File: config.mk
export PLATFORM = sky130hd
export DESIGN_NAME = register_ram_dp
export DESIGN_NICKNAME = d
export VERILOG_FILES = /design/src/rtl/register_ram_dp.sv
export SDC_FILE = /design/constraint.sdc
export NUM_CORES = 1
export LEC_CHECK = 0
export BUFFER_PORTS_ARGS = -buffer_cell sky130_fd_sc_hd__buf_2
export CAP_MARGIN = 20
export CORE_MARGIN = 5
export CORE_UTILIZATION = 52
export CTS_CLUSTER_DIAMETER = 40
export CTS_CLUSTER_SIZE = 12
export DETAILED_ROUTE_END_ITERATION = 8
export PLACE_DENSITY = 0.75
export SYNTH_ARGS = -nofsm -noshare
export SYNTH_HDL_FRONTEND = slang
export SYNTH_SLANG_ARGS = --single-unit
File: constraint.sdc
create_clock -name clock -period 3.65 [get_ports clock]
set_input_delay 0.365 -clock clock [delete_from_list [all_inputs] [get_ports clock]]
set_output_delay 0.365 -clock clock [all_outputs]
set_load 0.03 [all_outputs]
File: src/rtl/register_ram_dp.sv
// Dual-read, byte-enabled register file with a post-reset clearing sweep.
// Define REGISTER_RAM_BYPASS_EN to forward same-cycle writes to the read ports.
module register_ram_dp #(
  parameter int DATA_WIDTH = 32,
  parameter int ADDR_WIDTH = 3
) (
  input  logic                    clock,
  input  logic                    reset_n,
  output logic                    ready,
  input  logic                    write_enable,
  input  logic [ADDR_WIDTH-1:0]   write_address,
  input  logic [DATA_WIDTH/8-1:0] byte_enable,
  input  logic [DATA_WIDTH-1:0]   data_input,
  input  logic [ADDR_WIDTH-1:0]   read_address_a,
  input  logic [ADDR_WIDTH-1:0]   read_address_b,
  output logic [DATA_WIDTH-1:0]   data_output_a,
  output logic [DATA_WIDTH-1:0]   data_output_b
);

  localparam int DEPTH = 1 << ADDR_WIDTH;
  localparam int NB    = DATA_WIDTH / 8;

  typedef enum logic {S_CLEAR, S_RUN} state_t;

  state_t                  r_state;
  state_t                  w_next;
  logic [ADDR_WIDTH-1:0]   r_clr_ptr;
  logic [DATA_WIDTH-1:0]   r_mem [DEPTH];

  logic                    w_run;
  logic                    w_wr_en;
  logic [ADDR_WIDTH-1:0]   w_wr_addr;
  logic [NB-1:0]           w_wr_be;
  logic [DATA_WIDTH-1:0]   w_wr_data;
  logic [DATA_WIDTH-1:0]   w_rd_a;
  logic [DATA_WIDTH-1:0]   w_rd_b;

  always_ff @(posedge clock) begin
    if (!reset_n) r_state <= S_CLEAR;
    else          r_state <= w_next;
  end

  always_comb begin
    w_next = r_state;
    if (r_state == S_CLEAR && r_clr_ptr == ADDR_WIDTH'(DEPTH - 1))
      w_next = S_RUN;
  end

  // The sweep owns the write port while clearing
  always_comb begin
    ready     = (r_state == S_RUN);
    w_run     = (r_state == S_RUN);
    w_wr_en   = 1'b1;
    w_wr_addr = r_clr_ptr;
    w_wr_be   = '1;
    w_wr_data = '0;
    if (r_state == S_RUN) begin
      w_wr_en   = write_enable;
      w_wr_addr = write_address;
      w_wr_be   = byte_enable;
      w_wr_data = data_input;
    end
  end

  always_ff @(posedge clock) begin
    if (!reset_n)
      r_clr_ptr <= '0;
    else if (r_state == S_CLEAR)
      r_clr_ptr <= r_clr_ptr + 1'b1;
  end

  always_ff @(posedge clock) begin
    if (reset_n && w_wr_en) begin
      for (int i = 0; i < NB; i++)
        if (w_wr_be[i])
          r_mem[w_wr_addr][8*i +: 8] <= w_wr_data[8*i +: 8];
    end
  end

  function automatic logic [DATA_WIDTH-1:0] merge(
    input logic [DATA_WIDTH-1:0] old_w,
    input logic [DATA_WIDTH-1:0] new_w,
    input logic [NB-1:0]         be
  );
    logic [DATA_WIDTH-1:0] m;
    m = old_w;
    for (int i = 0; i < NB; i++)
      if (be[i]) m[8*i +: 8] = new_w[8*i +: 8];
    return m;
  endfunction

  always_comb begin
    w_rd_a = r_mem[read_address_a];
    w_rd_b = r_mem[read_address_b];
`ifdef REGISTER_RAM_BYPASS_EN
    if (write_enable && read_address_a == write_address)
      w_rd_a = merge(w_rd_a, data_input, byte_enable);
    if (write_enable && read_address_b == write_address)
      w_rd_b = merge(w_rd_b, data_input, byte_enable);
`endif
  end

  always_ff @(posedge clock) begin
    if (!reset_n || !w_run) begin
      data_output_a <= '0;
      data_output_b <= '0;
    end else begin
      data_output_a <= w_rd_a;
      data_output_b <= w_rd_b;
    end
  end

`ifndef REGISTER_RAM_BYPASS_EN
  logic [DATA_WIDTH-1:0] w_unused_merge;
  assign w_unused_merge = merge('0, '0, '0);
`endif

endmodule

==> metrics.txt, run 1 <==
die width 173 um; WHS 0.294 ns; cts repair resizes 0; Tot GR Track Use 0.206; EDFF count, synth 256; Max Slew Vio Count 0; Final Hold Fails 0; initial antenna violation count 2; DRT antenna net count 0; CP Cell Sequence mux2_2 -> o21bai_1 -> nor2_1; Worst Setup Path Type register to register; Power Total 8.71 mW; cell with the most instances after synthesis mux2i_1; DR WL/cell 22.2 um; post-synthesis xor/xnor area fraction 0.000632; Setup crit end kind register; mux contribution to synthesized area 0.187; maximum VDD drop 0.318 mV; Max-cap violations 0; Hold Path Sink ready; crit-path max FO 31; Clock Path Buffers 3; fillers 1974; Setup Skew 0.0150 ns; Worst R2R Start ready; Storage cell area 0.00905 sq mm; Yosys reg bits 324; f_max 407 MHz; die footprint 0.0300 sq mm; Mapped Nets 998; first-pass GRT wire length 48700 um; delay-heaviest family, CP flip-flops; Post-Synthesis Cells 948; GRT overflow 0; worst rel slew slack 0.409; Multi-input gate area 0.00449 sq mm; hold depth 2; cell taking the most area after synthesis edfxtp_1; TritonCTS clock tree built; largest net degree at the start of global routing 56; Yosys top cell area share 0.555; # IOs 113; TNS Setup 0 ns; drt pass-1 iters 5; DRC Markers 0; root buf cell clkbuf_16; worst reg2reg path depth 3; asr flop ratio synth 0; Adder-Cell Fraction of Synth Area 0.00181; WL final 32000 um; CP max stage cell dfxtp_2; DP Worst Slack 1.22 ns; Setup crit start kind register; Area Overhead vs Synth 17.6%; Synth Area per Inst 14.6 sq um; compound-gate portion of the synthesized area 0.0677; H-tree levels 2; via count 8621; initial core utilization 0.530; final setup vio count 0; Worst-path clk slew 0.06 ns; Seq/Total Area, Yosys 0.653; Distinct cells, synth 34; status finished, final reports clean; most common flop cell mapped by yosys edfxtp_1; TritonCTS buffer count 41; layout cell share with drive strength beyond 1 0.212; clk sink count 324; worst slew pin tran 0.883 ns; Vias/cell 5.98; later-pin clock latency in the skew report 0.52 ns; flop2flop setup slack 1.19 ns; most frequent cells after synthesis 258 x mux2i_1, 256 x edfxtp_1, 128 x o22ai_1; RSZ-0062 raised after global routing no; FF-to-FF End r_mem[6][29]; hold_buf cts 0; Placer Congestion 0.794; crit path DAT 2.60 ns; Site Rows 59; Synth Cell Area 0.0138 sq mm; die height 173 um; Synth area leaders edfxtp_1 56%, mux2i_1 19%, dfxtp_1 9.8%; DPL Wire Length 19000 um; Tmin final 2.46 ns; combinational family with the most area after synthesis multiplexers; Final nets 1122; Yosys warning count 0; CP required 3.79 ns; post-route clock period utilization 0.673; vias in the first global route 8945; PwrDens 535 mW/mm^2; LEAKAGE 6.71 nW; Iter 0 DRT Violations 673; worst hold path type input port to register; worst setup margin 1.19 ns; Post-CTS Setup Repair Bufs 0; CP bufs+invs 0; worst hold start reset_n; crit-path max cell delay 0.72 ns; PortBufs 112; simple-gate share of the synthesized area 0.0663; Core ar. 0.0261 sq mm
-- worst reg2reg max path: stages, from the launching register on --
cell and delay, ns:
dfxtp_2 0.72, mux2_2 0.42, o21bai_1 0.22, nor2_1 0.71
-- cells in the final DEF, fill, tap and decap left out, types with 2 or more instances in the layout --
master      instances
or2_1              54
and2_1             33
nand4bb_2           2
clkinv_2            4
bufinv_16           8
or2_2              10
clkinv_4            3
clkbuf_1            6
and3b_1             3
clkinv_1            2
a31oi_1             8
edfxtp_1          256
diode_2             2
mux2i_1           258
buf_2             110
nor2_1             35
and3_1              2
buf_4              28
inv_6               2
clkbuf_16          43
clkbuf_8            2
buf_12              3
clkinvlp_4          5
nand4b_1            3
a21bo_2             3
nand2_1             4
ha_1                2
nand4_2             2
buf_6               2
dfxtp_1            67
nor2b_1             2
o22ai_1           128
-- through the flow --
step | cell area, sq um | util | instances
2_1_floorplan | 13800 | - | 948
3_3_place_gp | 14800 | 0.567 | 1364
3_5_place_dp | 14800 | 0.567 | 1364
4_1_cts | 16300 | 0.623 | 1439
5_1_grt | 16300 | 0.623 | 1439
6_report | 16300 | 0.623 | 1441
-- power by group --
| group | switching, mW | total [mW] | internal (mW) |
|---|---|---|---|
| combinational | 0.222 | 0.374 | 0.152 |
| sequential | 0.0407 | 4.08 | 4.03 |
| clock | 1.50 | 4.27 | 2.77 |
| total | 1.76 | 8.71 | 6.95 |
-- cell families after synthesis --
group           count (synthesis)
fa+ha+maj                       2
simple gates                  154
buf+inv                        63
mux                           259
compound gates                145
flops                         324
xor+xnor                        1
-- flip-flops by register name (all words and copies together), names as in the netlist --
register and count:
data_output_a 32, r_mem 256, r_clr_ptr 3, data_output_b 32, ready 1
-- worst max path at each step --
stage               start  depth (start not counted)            to
floorplan           ready                          4   r_mem[6][0]
global placement    ready                          4  r_mem[6][20]
detailed placement  ready                          4  r_mem[4][18]
CTS                 ready                          4  r_mem[4][18]
global route        ready                          3   r_mem[6][6]
finish              ready                          3  r_mem[6][29]
-- layer usage --
metal,wire (um),up-vias,GRT usage,part of all wire
met4,1020,4,0.0801,0.032
met5,15,-,0,0.00047
met1,12800,4263,0.257,0.40
met2,15900,332,0.357,0.50
met3,2270,93,0.0397,0.071
li1,-,3929,-,-
-- cell type report --
class | count | share of cell area
sequential | 324 | 0.556
inverter | 1 | 0.000230
clock buffer | 51 | 0.0691
multi-input combinational | 561 | 0.276
tap | 335 | 0.0257
antenna | 2 | 0.000307
clock inverter | 24 | 0.0214
timing repair buffer | 143 | 0.0518
(Power assumes the default switching activity.)
==> inputs of run 2 (changes only) <==
==> constraint.sdc (replaced) <==
create_clock -name clock -period 2.4 [get_ports clock]
set_input_delay 0.24 -clock clock [delete_from_list [all_inputs] [get_ports clock]]
set_output_delay 0.24 -clock clock [all_outputs]
set_load 0.03 [all_outputs]
==> run 2 against run 1 <==
  * Power up 47%
  * Clock skew decreased by 0.0032 ns
  * Non-clock buffer count up 18
  * Critical path depth rose by 1
  * Hold slack worse by 0.12 ns
  * Cell count increased by 0.97%
  * Worst setup slack worse by 0.88 ns
  * Fmax is 18% higher
  * Highest routed layer unchanged
==> metrics.txt, run 2 (synthesized netlist as in run 1, its figures left out) <==
Multi-input gate area 0.00449 sq mm (unchanged); Setup crit end kind register; vias in the first global route 8837 (-1.2%); LEAKAGE 6.77 nW (+0.94%); max FFs per register 256 (unchanged); Placed Area 0.0150 sq mm (+1.3%); Tmin final 2.09 ns (-0.367 ns); status finished, final reports clean; most flop-heavy register r_mem; Inst Count DP 1382 (+1.3%); TNS Setup 0 ns (unchanged); Max Slew Vio Count 0 (unchanged); Final Non-Filler Cells 1455 (+0.97%); crit-path max cell delay 0.62 ns (-0.10 ns); Worst Setup Path Type register to register; RSZ-0062 raised after global routing no; later-pin clock latency in the skew report 0.51 ns (about the same); final design utilization 0.626 (+0.00220); via count 8620 (-0.012%); TritonCTS clock tree built; PortBufs 112 (unchanged); Max-cap violations 0 (unchanged); Layout Cell Area excl Fill 0.0163 sq mm (+0.35%); WHS 0.177 ns (-0.118 ns); largest net degree at the start of global routing 33 (-41%); worst hold path type input port to register; post-route clock period utilization 0.871 (+0.198); die width 173 um (unchanged); Worst-path clk slew 0.06 ns (about the same); Final Hold Fails 0 (unchanged); worst setup margin 0.310 ns (-0.883 ns); Placer Congestion 0.827 (+4.2%); root buf cell clkbuf_16; crit-path max FO 22 (-29%); CP Cell Sequence buf_4 -> and3_1 -> a31oi_1 -> nor2_1; initial antenna violation count 1 (-1); hold_buf cts 0 (unchanged); DPL Wire Length 21000 um (+11%); # IOs 113 (unchanged); DR WL/cell 22.1 um (-0.39%); Clock Path Buffers 3 (unchanged); crit path DAT 2.23 ns (-0.37 ns); flop2flop setup slack 0.31 ns (-0.88 ns); FF-to-FF End r_mem[1][18]; first-pass GRT wire length 49500 um (+1.6%); clk sink count 324 (unchanged); Post-CTS Setup Repair Bufs 0 (unchanged); Power Total 12.8 mW (+47%); layout cell share with drive strength beyond 1 0.219 (+0.00699); Vias/cell 5.92 (-0.97%); f_max 478 MHz (+18%); H-tree levels 2 (unchanged); drt pass-1 iters 5 (unchanged); Top Registers r_mem x256, data_output_a x32, data_output_b x32; most frequent cells in the layout 258 x mux2i_1, 256 x edfxtp_1, 128 x o22ai_1, 110 x buf_2, 67 x dfxtp_1; DRC Markers 0 (unchanged); Area Overhead vs Synth 18.0%; CP required 2.54 ns (-1.25 ns); worst rel slew slack 0.345 (-0.0640); PwrDens 783 mW/mm^2 (+46%); final setup vio count 0 (unchanged); hold depth 2 (unchanged); CP max stage cell nor2_1; DRT antenna net count 0 (unchanged); worst slew pin tran 0.978 ns (+0.0956 ns); CP bufs+invs 1 (+1); Site Rows 59 (unchanged); die footprint 0.0300 sq mm (unchanged); Core ar. 0.0261 sq mm (unchanged); Storage cell area 0.00905 sq mm (unchanged); most common cell after layout, fill and taps aside mux2i_1; fillers 1976 (+0.10%); Worst R2R Start ready; cts repair resizes 0 (unchanged); worst hold start reset_n; delay-heaviest family, CP simple AND/OR/NAND/NOR gates; TritonCTS buffer count 40 (-2.4%); Iter 0 DRT Violations 666 (-1.0%); Hold Path Sink ready; DP Worst Slack 0.299 ns (-0.924 ns); Setup Skew 0.0118 ns (-0.00323 ns); Tot GR Track Use 0.209 (+0.00284); initial core utilization 0.530 (unchanged); Final nets 1139 (+1.5%); Setup crit start kind register; GRT overflow 0 (unchanged); worst reg2reg path depth 4 (+1); maximum VDD drop 0.451 mV (+42%); die height 173 um (unchanged); WL final 32200 um (+0.58%)
-- run 2: changes by cell type in the layout (fill, tap and decap cells not counted), moves of 3 or more --
cell        previous run  this run
clkinvlp_4             5         2
buf_4                 28        41
buf_12                 3         8
clkinv_2               4         8
clkinv_4               3         0
-- run 2: how the worst max path moves through the flow --
stage / from / end / slack (ns) / cells past startpoint
CTS: ready / r_mem[5][17] / 0.29 / 4
global route: ready / r_mem[5][9] / 0.19 / 4
finish: ready / r_mem[1][18] / 0.31 / 4
global placement: ready / r_mem[5][18] / 0.34 / 4
floorplan: ready / r_mem[6][0] / 0.32 / 4
detailed placement: ready / r_mem[5][18] / 0.30 / 4
-- run 2: layout make-up --
type | count | area share
Inverter | 1 | 0.000230
Sequential cell | 324 | 0.554
Clock buffer | 49 | 0.0646
Antenna cell | 1 | 0.000153
Clock inverter | 23 | 0.0172
Multi-Input combinational cell | 561 | 0.275
Tap cell | 335 | 0.0256
Timing Repair Buffer | 161 | 0.0637
-- run 2: per-layer routing --
layer | global-route usage | share of wire | routed length [um] | vias to the layer above
met4 | 0.0718 | 0.024 | 769 | 2
met1 | 0.265 | 0.41 | 13000 | 4299
met2 | 0.363 | 0.51 | 16300 | 295
met5 | 0 | 0.00022 | 7 | -
li1 | - | - | - | 3961
met3 | 0.0378 | 0.062 | 1990 | 63
-- run 2: power by group --
group | switching [mW] | internal, mW | leakage [nW] | total, mW
logic | 0.349 | 0.255 | 3.12 | 0.603
clock network | 2.22 | 3.79 | 0.654 | 6.01
registers | 0.0598 | 6.13 | 2.99 | 6.19
total | 2.63 | 10.2 | 6.77 | 12.8
